$ cat config.mk
export PLATFORM = sky130hd
export DESIGN_NAME = delay_sum_seq
export DESIGN_NICKNAME = d
export VERILOG_FILES = /design/src/rtl/delay_sum_pkg.sv /design/src/rtl/sat_counter.sv /design/src/rtl/delay_sum_seq.sv
export SDC_FILE = /design/constraint.sdc
export NUM_CORES = 1
export LEC_CHECK = 0
export CAP_MARGIN = 5
export CORE_MARGIN = 2
export CORE_UTILIZATION = 35
export DETAILED_ROUTE_END_ITERATION = 8
export PLACE_DENSITY = 0.67
export SLEW_MARGIN = 10
export SYNTH_ARGS = -nofsm -noshare
export SYNTH_HDL_FRONTEND = slang
export SYNTH_HIERARCHICAL = 1
export SYNTH_SLANG_ARGS = --single-unit
$ cat constraint.sdc
create_clock -name clk -period 2.3 [get_ports clk]
set_clock_uncertainty 0.15 [all_clocks]
set_input_delay 0.46 -clock clk [delete_from_list [all_inputs] [get_ports clk]]
set_output_delay 0.46 -clock clk [all_outputs]
set_load 0.05 [all_outputs]
$ cat src/rtl/delay_sum_pkg.sv
// Shared types and default widths for the delay/sum sequencer.
package delay_sum_pkg;

  localparam int unsigned DefW    = 32;
  localparam int unsigned DefCntW = 8;

  typedef enum logic [2:0] {
    IDLE       = 3'd0,
    PRE_ISSUE  = 3'd1,
    PRE_GAP    = 3'd2,
    WAIT_RES   = 3'd3,
    FINAL_GAP  = 3'd4,
    STREAM     = 3'd5,
    STREAM_GAP = 3'd6
  } state_e;

endpackage

$ cat src/rtl/sat_counter.sv
// Saturating up-counter with synchronous reset and clear (clear beats increment).
module sat_counter #(
  parameter int unsigned WIDTH = 8
) (
  input  logic             clk,
  input  logic             rst,
  input  logic             clr,
  input  logic             inc,
  output logic [WIDTH-1:0] count
);

  always_ff @(posedge clk) begin
    if (rst) begin
      count <= '0;
    end else if (clr) begin
      count <= '0;
    end else if (inc && (count != {WIDTH{1'b1}})) begin
      count <= count + WIDTH'(1);
    end
  end

endmodule

$ cat src/rtl/delay_sum_seq.sv
// Preload/result/stream sequencer feeding the shared multiplier.
// Define DELAY_SUM_SEQ_TIMEOUT_EN to add a result-wait timeout.
module delay_sum_seq
  import delay_sum_pkg::*;
#(
  parameter int unsigned W           = DefW,
  parameter int unsigned N_PRE       = 2,
  parameter int unsigned CNT_W       = DefCntW,
  parameter int unsigned TIMEOUT_CYC = 255
) (
  input  logic               clk,
  input  logic               GlobalReset,
  input  logic               start,
  input  logic [N_PRE*W-1:0] pre_ops,
  input  logic [W-1:0]       result_i,
  input  logic               result_vld,
  input  logic [W-1:0]       x_i,
  input  logic               srdyi_i,
  input  logic               output_ready,
  output logic [W-1:0]       mult_1,
  output logic               delay_o,
  output logic [W-1:0]       z_o,
  output logic [W-1:0]       adc_final,
  output logic               clk_stop,
  output logic               busy,
  output logic [CNT_W-1:0]   drop_cnt,
  output logic               timeout_o
);

  localparam int unsigned IDX_W = (N_PRE > 1) ? $clog2(N_PRE) : 1;
  localparam logic [IDX_W-1:0] LAST_IDX = IDX_W'(N_PRE - 1);

  if (N_PRE < 1 || N_PRE > 8 || TIMEOUT_CYC < 1) begin : g_param_check
    $error("delay_sum_seq: N_PRE must be 1..8 and TIMEOUT_CYC at least 1");
  end

  state_e           state;
  logic [IDX_W-1:0] idx;
  logic [W-1:0]     slot [N_PRE];
  logic             tmo_hit;
  logic             drop_inc;

  for (genvar k = 0; k < N_PRE; k++) begin : g_slot
    assign slot[k] = pre_ops[k*W +: W];
  end

  assign busy = (state != IDLE);

  // A flush cycle is not an FSM cycle, so nothing is dropped on it.
  assign drop_inc = (state == STREAM_GAP) && srdyi_i && !output_ready;

  sat_counter #(
    .WIDTH (CNT_W)
  ) u_drop_cnt (
    .clk   (clk),
    .rst   (GlobalReset),
    .clr   (1'b0),
    .inc   (drop_inc),
    .count (drop_cnt)
  );

`ifdef DELAY_SUM_SEQ_TIMEOUT_EN
  localparam int unsigned TMO_W = $clog2(TIMEOUT_CYC + 1);

  logic [TMO_W-1:0] tmo_cnt;

  // Counts WAIT_RES cycles already spent; fires on the TIMEOUT_CYC-th one.
  sat_counter #(
    .WIDTH (TMO_W)
  ) u_tmo_cnt (
    .clk   (clk),
    .rst   (GlobalReset),
    .clr   ((state != WAIT_RES) || output_ready),
    .inc   (1'b1),
    .count (tmo_cnt)
  );

  assign tmo_hit = (state == WAIT_RES) && (tmo_cnt == TMO_W'(TIMEOUT_CYC - 1));

  always_ff @(posedge clk) begin
    if (GlobalReset) begin
      timeout_o <= 1'b0;
    end else if (!output_ready && tmo_hit && !result_vld) begin
      timeout_o <= 1'b1;
    end
  end
`else
  assign tmo_hit   = 1'b0;
  assign timeout_o = 1'b0;
`endif

  always_ff @(posedge clk) begin
    if (GlobalReset) begin
      state     <= IDLE;
      idx       <= '0;
      mult_1    <= '0;
      delay_o   <= 1'b0;
      z_o       <= '0;
      adc_final <= '0;
      clk_stop  <= 1'b0;
    end else if (output_ready) begin
      z_o      <= x_i;
      delay_o  <= 1'b0;
      clk_stop <= 1'b0;
      state    <= IDLE;
    end else begin
      unique case (state)
        IDLE: begin
          if (start) begin
            idx   <= '0;
            state <= PRE_ISSUE;
          end
        end
        PRE_ISSUE: begin
          mult_1  <= slot[idx];
          delay_o <= 1'b1;
          state   <= PRE_GAP;
        end
        PRE_GAP: begin
          delay_o <= 1'b0;
          if (idx == LAST_IDX) begin
            state <= WAIT_RES;
          end else begin
            idx   <= idx + IDX_W'(1);
            state <= PRE_ISSUE;
          end
        end
        WAIT_RES: begin
          if (result_vld) begin
            adc_final <= result_i;
            mult_1    <= result_i;
            delay_o   <= 1'b1;
            state     <= FINAL_GAP;
          end else if (tmo_hit) begin
            adc_final <= '0;
            mult_1    <= '0;
            delay_o   <= 1'b1;
            state     <= FINAL_GAP;
          end
        end
        FINAL_GAP: begin
          delay_o  <= 1'b0;
          clk_stop <= 1'b1;
          state    <= STREAM;
        end
        STREAM: begin
          if (srdyi_i) begin
            z_o     <= x_i;
            mult_1  <= x_i;
            delay_o <= 1'b1;
            state   <= STREAM_GAP;
          end
        end
        STREAM_GAP: begin
          delay_o <= 1'b0;
          state   <= STREAM;
        end
        default: state <= IDLE;
      endcase
    end
  end

endmodule

After elaboration in Yosys (flattened, before gate mapping)
Index checks and enable logic that the tools add are counted.

storage, ports and cells
  memory bits (read-only) = 0
  memories = 0
  bits in registers = 110
  bits of input ports = 134
  output and inout port bits = 108
  logic and storage cells = 62
  RAM bits = 0
  bits in latches = 0

operators by class
  reductions and logical operators = 20
  muxes and demuxes = 19
  equal/unequal tests = 10
  multiply operators = 0
  bitwise operators = 2
  add/sub/neg operators = 2
  magnitude comparators = 1
  div/mod/pow operators = 0
  shift operators = 0

operators by type and width
  kind                 count
  $mux 32              7
  $pmux 32 s3          1
  $pmux 3 s6           1
  $reduce_and 3->1     4
  $eq 3x3->1 const B   3
  $mux 3               3
  $add 8x1->8 const B  1
  $ne 8x8->1 const B   1
  $eq 3x2->1 const B   2
  $ne 2x2->1 const B   3
  $reduce_bool 2->1    3
  $reduce_bool 3->1    2
  $mux 1               4
  $pmux 1 s4           1
  $reduce_and 4->1     1
  $reduce_bool 4->1    1
  $reduce_or 2->1      2
  $eq 3x1->1 const B   1
  $logic_and 1x1->1    3
  $logic_not 3->1      1
  $reduce_or 3->1      1
  $ge 2x2->1 const B   1
  $mux 2               1
  $not 1->2            1
  5 further kinds      5

Longest topological paths before layout
Gate-level depths: netlist (run 1).

  depth in word-level cells = 5
  depth in mapped cells = 8
  mapped depth without buffers = 5

Modules after synthesis
Netlist (run 1), hierarchy kept.

by module, submodules not included
  module         cells an instance  sequential area each (um^2)  instances  area an instance (um^2)
  delay_sum_seq  531                2042.0                       1          4481.8
  sat_counter    47                 160.2                        1          435.4

Least setup slack after synthesis (run 1)
Ideal clock, no wire load.

  path type = input to register
  start = input port output_ready
  end = register u_drop_cnt.count[5]
  slack = 369 ps
  data required time = 2050 ps
  cell stages on the path = 6
  buffers on the path = 1
  arrival time = 1682 ps
  library setup time = 100 ps
  cell sequence = buf_2 nor2_1 and4_1 and4_1 a31oi_1 a2111oi_4

between the ends
  word-level cells in the longest chain between the ends = 3

ends and longest elaborated chain
  item                  RTL line             text
  from (decl)           delay_sum_seq.sv:19  input logic output_ready,
  $logic_not 1->1       delay_sum_seq.sv:50  assign drop_inc = (state == STREAM_GAP) && srdyi_i && !output_ready;
  $logic_and 1x1->1     delay_sum_seq.sv:50
  named net drop_inc    delay_sum_seq.sv:41  logic drop_inc;
  $logic_and 1x1->1     sat_counter.sv:17    end else if (inc && (count != {WIDTH{1'b1}})) begin
  to (signal assigned)  sat_counter.sv:18    count <= count + WIDTH'(1);
  to (decl)             sat_counter.sv:9     output logic [WIDTH-1:0] count

The timed path passes the listed nets, and every way through them passes these cells.
A chain may end at the register's enable or synchronous reset.

Worst setup path in the final report (run 1)
  start = register u_drop_cnt.count[2]
  end = output port drop_cnt[2]

RTL lines
  item       RTL line             text
  to (decl)  delay_sum_seq.sv:26  output logic [CNT_W-1:0] drop_cnt,

No word-level cell between the ends.

==> metrics.yaml, run 1 <==
grt:
  grt_max_degree: 62
  antenna_found_initial: 0
  grt-ovfl-total: 0
  grt_pass1_wl_mm: 27.6
  grt_pass1_vias: 4974
  grtUsageTotal_pct: 23.9
synth:
  synthArstFlopShare_pct: 0
  synth_edf_count: 0
  synth_ff_type: "dfxtp_1"
  syn_area_per_cell_um2: 8.51
  synth-seq-cells: 110
  synth_top_area_share_pct: 44.8
  synth_commonest_cells: "152 x nand2_1, 110 x dfxtp_1, 104 x a21oi_1, 32 x mux2_2, 26 x buf_2"
  synth.most_common_cell: "nand2_1"
  ys_seq_area_share_pct: 44.8
  yosysWarnings: 6
  netlist_instances: 578
  yosys-top-cells-area: "dfxtp_1 45%, nand2_1 12%, a21oi_1 11%"
  synth_top_area_cell: "dfxtp_1"
  synth_cell_type_count: 40
  synth_area_mm2: 0.00492
die:
  initial_utilization_pct: 35.6
  dieArea_mm2: 0.0150
  die_h_um: 123
  pin_count: 242
  die_width_um: 123
  core-area_mm2: 0.0138
  placement_rows: 43
setup_path:
  crit_path_start_kind: "register"
  rr_startpoint: "state[1]"
  required_ns: 1.69
  worst_path_dominant_cell_family: "buffers and inverters"
  cpPeakStageDelay_ns: 0.84
  r2r_setup_slack_ns: 0.24
  r2r_cells: 5
  worst-path-buf-inv: 1
  end_kind: "output pin"
  critPathKind: "register to output pin"
  critPathSlowestCell: "clkdlybuf4s50_1"
  path_cells: "clkdlybuf4s50_1"
  reg2reg_to: "mult_1[1]"
  arrival_ns: 1.61
  critPathMaxFanout: 7
placed_design:
  place_inst: 974
  portBuffers: 240
  post-dp-hpwl_mm: 13.8
  placed_cell_area_mm2: 0.00759
  globalplace.congestion: 0.890
  pre_cts_ws_ns: -0.0443
sta:
  hold_viol: 0
  final_max_slew_viol_count: 0
  setup_violations: 0
  relSlewSlack_pct: 61.3
  min_period_over_period_pct: 96.5
  hold_ws_ns: 0.303
  fin_setup_tns_ns: 0
  worst_pin_slew_ns: 0.579
  rsz0062_at_grt: "false"
  clock.fmax_mhz: 450
  setup_ws_ns: 0.0800
  fin_crit_ns: 2.22
cts:
  cts.clk_slew.worst_paths_ns: 0.07
  htreeDepth: 3
  clock_path_buffers: 2
  ctsHoldBuffers: 0
  clkLatencyLatePin_ns: 0.34
  clock_sinks: 110
  cts_setup_buffers: 0
  cts_tree: "built"
  root_buffer: "clkbuf_16"
  cts_inserted_buffers: 9
finish:
  syn_to_final_growth_pct: 60.1
  finalInstanceArea_mm2: 0.00787
  multi_input_area_mm2: 0.00247
  n_antenna_cell: 0
  drive_gt1_share_pct: 10.4
  nets: 940
  fillers: 1238
  seqCellArea_mm2: 0.00220
  final_cells: 988
min_path:
  holdPathStages: 2
  holdPathEnd: "z_o[13]"
  hp-start: "z_o[13]"
  hold_class: "register to register"
detailed_routing:
  wl_met3_mm: 1.39
  drtIter0Drc: 499
  antenna_left: 0
  drc: 0
  num_vias: 5329
  avgViaCountPerCell: 5.39
  drtPass1Iterations: 8
  wl_per_cell_um: 18.9
  highest_layer: "met4"
  routedLengthMet1_mm: 7.75
  wl_met2_mm: 9.01
  drt-total-wl_mm: 18.7
pwr:
  ir_worst_vdd_uv: 373
  p_leak_nw: 2.78
  power_density_mw_per_mm2: 550
flow_run:
  max-cap-violations: 0
status:
  outcome: "complete, no violations"
-- metal layers --
| metal | track usage, % | vias to the layer above |
|---|---|---|
| li1 | - | 2518 |
| met1 | 31.7 | 2543 |
| met2 | 38.8 | 228 |
| met3 | 4.41 | 40 |
| met4 | 8.19 | 0 |
| met5 | 0 | - |
-- worst max-delay path by stage --
stage	startpoint	to	slack (ns)	depth (start not counted)
global route	u_drop_cnt/count[2]	drop_cnt[2]	0.04	1
detailed placement	output_ready	u_drop_cnt/count[5]	-0.04	6
global placement	output_ready	u_drop_cnt/count[5]	0.03	6
CTS	u_drop_cnt/count[3]	drop_cnt[3]	0.03	1
floorplan	output_ready	u_drop_cnt/count[5]	0.37	6
finish	u_drop_cnt/count[2]	drop_cnt[2]	0.08	1
-- layout make-up --
type,count,share of cell area [%]
Tap cell,180,2.86
Timing Repair Buffer,266,34.1
Inverter,3,0.143
Sequential cell,110,28.0
Clock inverter,1,0.0636
Clock buffer,13,3.43
Multi-Input combinational cell,415,31.4
-- report_power, final --
| part | switching, mW | total [mW] | leakage [nW] | internal [mW] |
|---|---|---|---|---|
| Sequential | 0.0320 | 1.99 | 0.895 | 1.96 |
| Clock | 0.676 | 1.49 | 0.138 | 0.812 |
| Combinational | 0.443 | 0.847 | 1.75 | 0.404 |
| Total | 1.15 | 4.33 | 2.78 | 3.18 |
-- placed cells by master (no fill, tap or decap), drive strengths merged, types with 3 or more instances in the layout --
cell           count
a211oi            19
a21boi             3
a21oi            104
a222oi            17
a22oi             15
a311oi            15
and3               4
and4               3
buf               29
clkbuf            13
clkdlybuf4s50    234
conb               7
dfxtp            110
dlymetal6s2s       3
inv                3
mux2              32
mux2i              4
nand2            152
nand3              4
nor2               4
nor2b              4
o21ai              6
or3                4
-- timing repair --
action / in CTS / in global routing
resized for setup: 0 / 3
setup endpoints to repair: 0 / 3
hold endpoints to repair: 0 / 0
-- metrics by stage --
stage,util [%],total power [mW]
CTS,56.9,4.36
global placement,54.9,2.87
finish,56.9,4.33
floorplan,-,2.43
global route,56.9,4.47
detailed placement,54.9,2.88
-- cells by family (layout without fill, tap and decap cells) --
kind of cell,count (synthesis),count (layout),share of synthesized area (%)
compound gates,186,186,25.0
fa+ha+maj,1,1,0.254
mux,36,36,8.14
simple gates,185,185,15.7
buf+inv,59,283,6.00
flops,110,110,44.8
other cells,1,7,0.0763
-- sequential cells by signal, indices dropped and copies added (netlist names) --
signal,cells
u_drop_cnt/count,8
mult_1,32
clk_stop,1
idx,1
delay_o,1
z_o,32
adc_final,32
state,3
No activity file was read; power rests on OpenSTA's default activity.
==> run 2: changes to the inputs <==
CORE_MARGIN = default   (was 2)
==> run 2 against run 1 <==
Compared with the run above:
- critical endpoint is now drop_cnt[7]
- final area rose by 0.46%
- power rose by 0.17%
- cell count fell by 0.10%
- first-iteration DRC count fell by 27%
- largest power group unchanged
- core utilization rose by 1.9 points
- critical path depth did not move
- highest routed layer unchanged
- sequential share of layout area fell by 0.13 points
- fmax fell by 1.1%
- combinational power fell by 0.6%
- clock-buffer cell count fell by 4
==> metrics.yaml, run 2 (synthesized netlist as in run 1, its figures left out) <==
status:
  outcome: "complete, no violations"
cts:
  root_buffer: "clkbuf_16"
  clock_sinks: 110
  clock_path_buffers: 2
  cts_inserted_buffers: 9
  cts.clk_slew.worst_paths_ns: 0.08
  ctsHoldBuffers: 0
  htreeDepth: 3
  cts_tree: "built"
  clkLatencyLatePin_ns: 0.35
sta:
  fin_setup_tns_ns: 0
  final_max_slew_viol_count: 0
  hold_viol: 0
  rsz0062_at_grt: "false"
  relSlewSlack_pct: 61.3
  clock.fmax_mhz: 446
  fin_crit_ns: 2.24
  min_period_over_period_pct: 97.6
  worst_pin_slew_ns: 0.578
  setup_violations: 0
detailed_routing:
  avgViaCountPerCell: 5.26
  drc: 0
  drt-total-wl_mm: 17.6
  num_vias: 5193
  drtPass1Iterations: 5
  wl_per_cell_um: 17.8
  antenna_left: 0
  drtIter0Drc: 366
die:
  die_h_um: 121
  initial_utilization_pct: 36.6
  die_width_um: 121
  placement_rows: 42
  core-area_mm2: 0.0135
  pin_count: 242
  dieArea_mm2: 0.0145
pwr:
  ir_worst_vdd_uv: 297
  total_power_mw: 4.33
  power_density_mw_per_mm2: 548
  p_leak_nw: 2.76
setup_path:
  crit_path_start_kind: "register"
  end_kind: "output pin"
  crit_start: "u_drop_cnt/count[7]"
  path_cells: "clkdlybuf4s50_1"
  worst-path-buf-inv: 1
  critPathMaxFanout: 7
  rr_startpoint: "state[2]"
  arrival_ns: 1.63
  critPathSlowestCell: "clkdlybuf4s50_1"
  required_ns: 1.69
  cpPeakStageDelay_ns: 0.84
  critPathKind: "register to output pin"
  worst_path_dominant_cell_family: "buffers and inverters"
grt:
  grt_pass1_wl_mm: 27.1
  grt-ovfl-total: 0
  antenna_found_initial: 0
  grt_pass1_vias: 5079
  grtUsageTotal_pct: 24.0
  grt_max_degree: 57
placed_design:
  portBuffers: 240
  post-dp-hpwl_mm: 12.9
  placed_cell_area_mm2: 0.00761
  globalplace.congestion: 0.857
finish:
  n_antenna_cell: 0
  drive_gt1_share_pct: 10.7
  reg_top3: "adc_final (32), mult_1 (32), z_o (32)"
  layout_commonest_cell: "clkdlybuf4s50_1"
  finalInstanceArea_mm2: 0.00791
  final_cell_mix: "236 x clkdlybuf4s50_1, 152 x nand2_1, 109 x dfxtp_1"
  syn_to_final_growth_pct: 60.8
  nets: 941
flow_run:
  max-cap-violations: 0
min_path:
  hold_class: "register to register"
  hp-start: "z_o[0]"
==> run 2: cell types whose count changed in the layout (fill, tap and decap cells not counted), sizes merged <==
| cell | previous run | this run |
|---|---|---|
| dlymetal6s2s | 3 | 2 |
| clkbuf | 13 | 9 |
| clkinvlp | 0 | 3 |
| inv | 3 | 4 |
| clkdlybuf4s50 | 234 | 236 |
| clkinv | 1 | 3 |
==> run 2: metrics by stage <==
step / hold slack, ns / instances / utilization (%) / setup WS [ns]
finish: 0.302 / 987 / 58.8 / 0.0555
global route: 0.321 / 987 / 58.8 / 0.00885
CTS: 0.303 / 987 / 58.7 / 0.00786
detailed placement: 0.294 / 971 / 56.6 / 0.00457
global placement: 0.289 / 971 / 56.6 / 0.0745
floorplan: 0.385 / 584 / - / 0.369
==> run 2: worst paths after layout <==
kind	end	slack [ns]	cells after the start
min	z_o[0]	0.30	2
max	drop_cnt[7]	0.06	1
min reg2reg	z_o[0]	0.30	2
max reg2reg	u_drop_cnt/count[5]	0.28	5
==> run 2: worst reg2reg max path, stage by stage (launching register included) <==
cell and delay, ns:
dfxtp_1 0.52, buf_4 0.24, and4_1 0.24, and4_1 0.29
a31oi_1 0.15, a2111oi_4 0.34
==> run 2: layout make-up <==
| cell class | count | area (um^2) |
|---|---|---|
| fillers | 1273 | 5550 |
| repair buffers | 267 | 2710 |
| multi-input cells | 415 | 2480 |
| flip-flops and latches | 110 | 2200 |
| clock buffers | 9 | 225 |
| well taps | 176 | 220 |
| clock inverters | 7 | 61.3 |
| inverters | 3 | 11.3 |
==> run 2: repair_timing <==
item | CTS | global route
endpoints found under the hold margin | 0 | 0
gates resized for setup | 0 | 2
setup endpoints to repair | 0 | 2
setup buffers | 0 | 0
==> run 2: where the power goes <==
group / internal (mW) / switching (mW)
sequential: 1.96 / 0.0322
clock: 0.748 / 0.752
combinational: 0.405 / 0.437
==> run 2: per-layer routing <==
layer,routed length [um],part of all wire [%],track usage (%)
met1,7070,40,28.1
met2,8820,50,42.0
met3,1240,7.1,5.38
met4,459,2.6,9.80
met5,0,0,0
==> run 3: changes to the inputs <==
CELL_PAD_IN_SITES_DETAIL_PLACEMENT = 0   (was default)
CELL_PAD_IN_SITES_GLOBAL_PLACEMENT = 2   (was default)
CORE_UTILIZATION = 20   (was 35)
PLACE_DENSITY = 0.73   (was 0.67)
SLEW_MARGIN = default   (was 10)
clock period = 1.95 ns   (was 2.3 ns; I/O delays follow)
==> run 3 against run 2 <==
Compared with the run above:
- sequential power grew 18%
- via count shrank 1.0%
- largest cell class unchanged
- critical path depth grew 2
- core utilization shrank 26 points
- combinational power grew 17%
- register-to-register slack lost 0.16 ns
==> metrics.yaml, run 3 (synthesized netlist as in run 1, its figures left out) <==
sta:
  hold_viol: 0
  min_period_over_period_pct: 98.0
  final_max_slew_viol_count: 0
  setup_violations: 0
  clock.fmax_mhz: 523
  hold_ws_ns: 0.142
  fin_crit_ns: 1.91
  setup_ws_ns: 0.0395
detailed_routing:
  drtIter0Drc: 291
  drtPass1Iterations: 6
  drc: 0
  wl_per_cell_um: 17.3
  antenna_left: 0
  num_vias: 5140
  drt-total-wl_mm: 19.9
  avgViaCountPerCell: 4.48
min_path:
  hold_class: "primary input to register"
grt:
  grt_pass1_wl_mm: 31.0
  antenna_found_initial: 1
  grt_max_degree: 44
  grt-ovfl-total: 0
  grtUsageTotal_pct: 15.8
  grt_pass1_vias: 5182
cts:
  htreeDepth: 3
  clkLatencyLatePin_ns: 0.35
  cts_tree: "built"
  cts_inserted_buffers: 9
  root_buffer: "clkbuf_16"
  cts.clk_slew.worst_paths_ns: 0.07
  clock_sinks: 110
  clock_path_buffers: 2
pwr:
  total_power_mw: 5.09
  ir_worst_vdd_uv: 330
  p_leak_nw: 3.01
  power_density_mw_per_mm2: 639
flow_run:
  max-cap-violations: 0
placed_design:
  pre_cts_ws_ns: -0.312
  globalplace.congestion: 0.738
  portBuffers: 240
  place_inst: 1128
  post-dp-hpwl_mm: 14.5
die:
  pin_count: 242
  die_width_um: 159
  die_h_um: 159
  initial_utilization_pct: 20.3
  core-area_mm2: 0.0242
  dieArea_mm2: 0.0252
  placement_rows: 57
setup_path:
  crit_path_start_kind: "register"
  r2r_setup_slack_ns: 0.12
  required_ns: 1.41
  end_kind: "output pin"
  critPathMaxFanout: 6
  arrival_ns: 1.37
  critPathKind: "register to output pin"
finish:
  layout_commonest_cell: "nand2_1"
  final_cell_mix: "152 x nand2_1, 132 x clkdlybuf4s50_1, 132 x buf_4"
  drive_gt1_share_pct: 25.5
  syn_to_final_growth_pct: 62.1
  nets: 953
  fin_util_pct: 32.9
  reg_top3: "adc_final (32), mult_1 (32), z_o (32)"
  final_cells: 1147
  fillers: 2638
status:
  outcome: "complete, no violations"
[run 3: cell types whose count changed in the layout (fill, tap and decap cells not counted), sizes merged, moves of 2 or more]
cell,before,now
buf,29,147
clkdlybuf4s50,236,132
clkinvlp,3,1
dlymetal6s2s,2,0
[run 3: worst paths after layout]
check / from / to / cells past startpoint
hold reg to reg: z_o[27] / z_o[27] / 2
hold / removal: GlobalReset / z_o[14] / 2
setup reg to reg: state[2] / mult_1[18] / 7
setup / recovery: state[2] / busy / 3
[run 3: layer usage]
| metal | vias up | share of wire [%] | track usage [%] |
|---|---|---|---|
| met5 | - | 0 | 0 |
| met3 | 12 | 5.4 | 3.84 |
| met1 | 2431 | 45 | 20.0 |
| li1 | 2551 | - | - |
| met2 | 146 | 49 | 26.6 |
| met4 | 0 | 1.1 | 4.46 |
[run 3: critical path, stage by stage, from the launching register on]
cell	delay (ns)
dfxtp_2	0.33
buf_6	0.13
or3_4	0.40
buf_12	0.16
[run 3: cell type report]
cell class	count	area [um^2]	share of cell area, %
Inverter	3	11.3	0.141
Multi-Input combinational cell	415	2500	31.3
Clock inverter	5	35.0	0.439
Clock buffer	10	229	2.87
Timing Repair Buffer	279	2590	32.4
Tap cell	324	405	5.09
Sequential cell	110	2200	27.7
Antenna cell	1	2.50	0.0314
[run 3: what timing repair did]
| item | in CTS | in global routing |
|---|---|---|
| buffers inserted | 2 | 1 |
| hold buffers | 0 | 0 |
| pin swaps | 1 | 1 |
| resized for setup | 3 | 4 |
| setup endpoints to repair | 1 | 37 |
[run 3: power by group]
group	internal (mW)	switching [mW]	leakage, nW	total [mW]
logic	0.465	0.522	1.99	0.987
clock network	0.868	0.892	0.129	1.76
registers	2.31	0.0359	0.896	2.35
total	3.64	1.45	3.01	5.09
[run 3: metrics by stage]
stage	instance area, um^2	TNS [ns]
detailed placement	7660	-11.49
floorplan	4940	0
CTS	7950	0
global route	7970	-0.000231
finish	7970	0
global placement	7660	-9.52
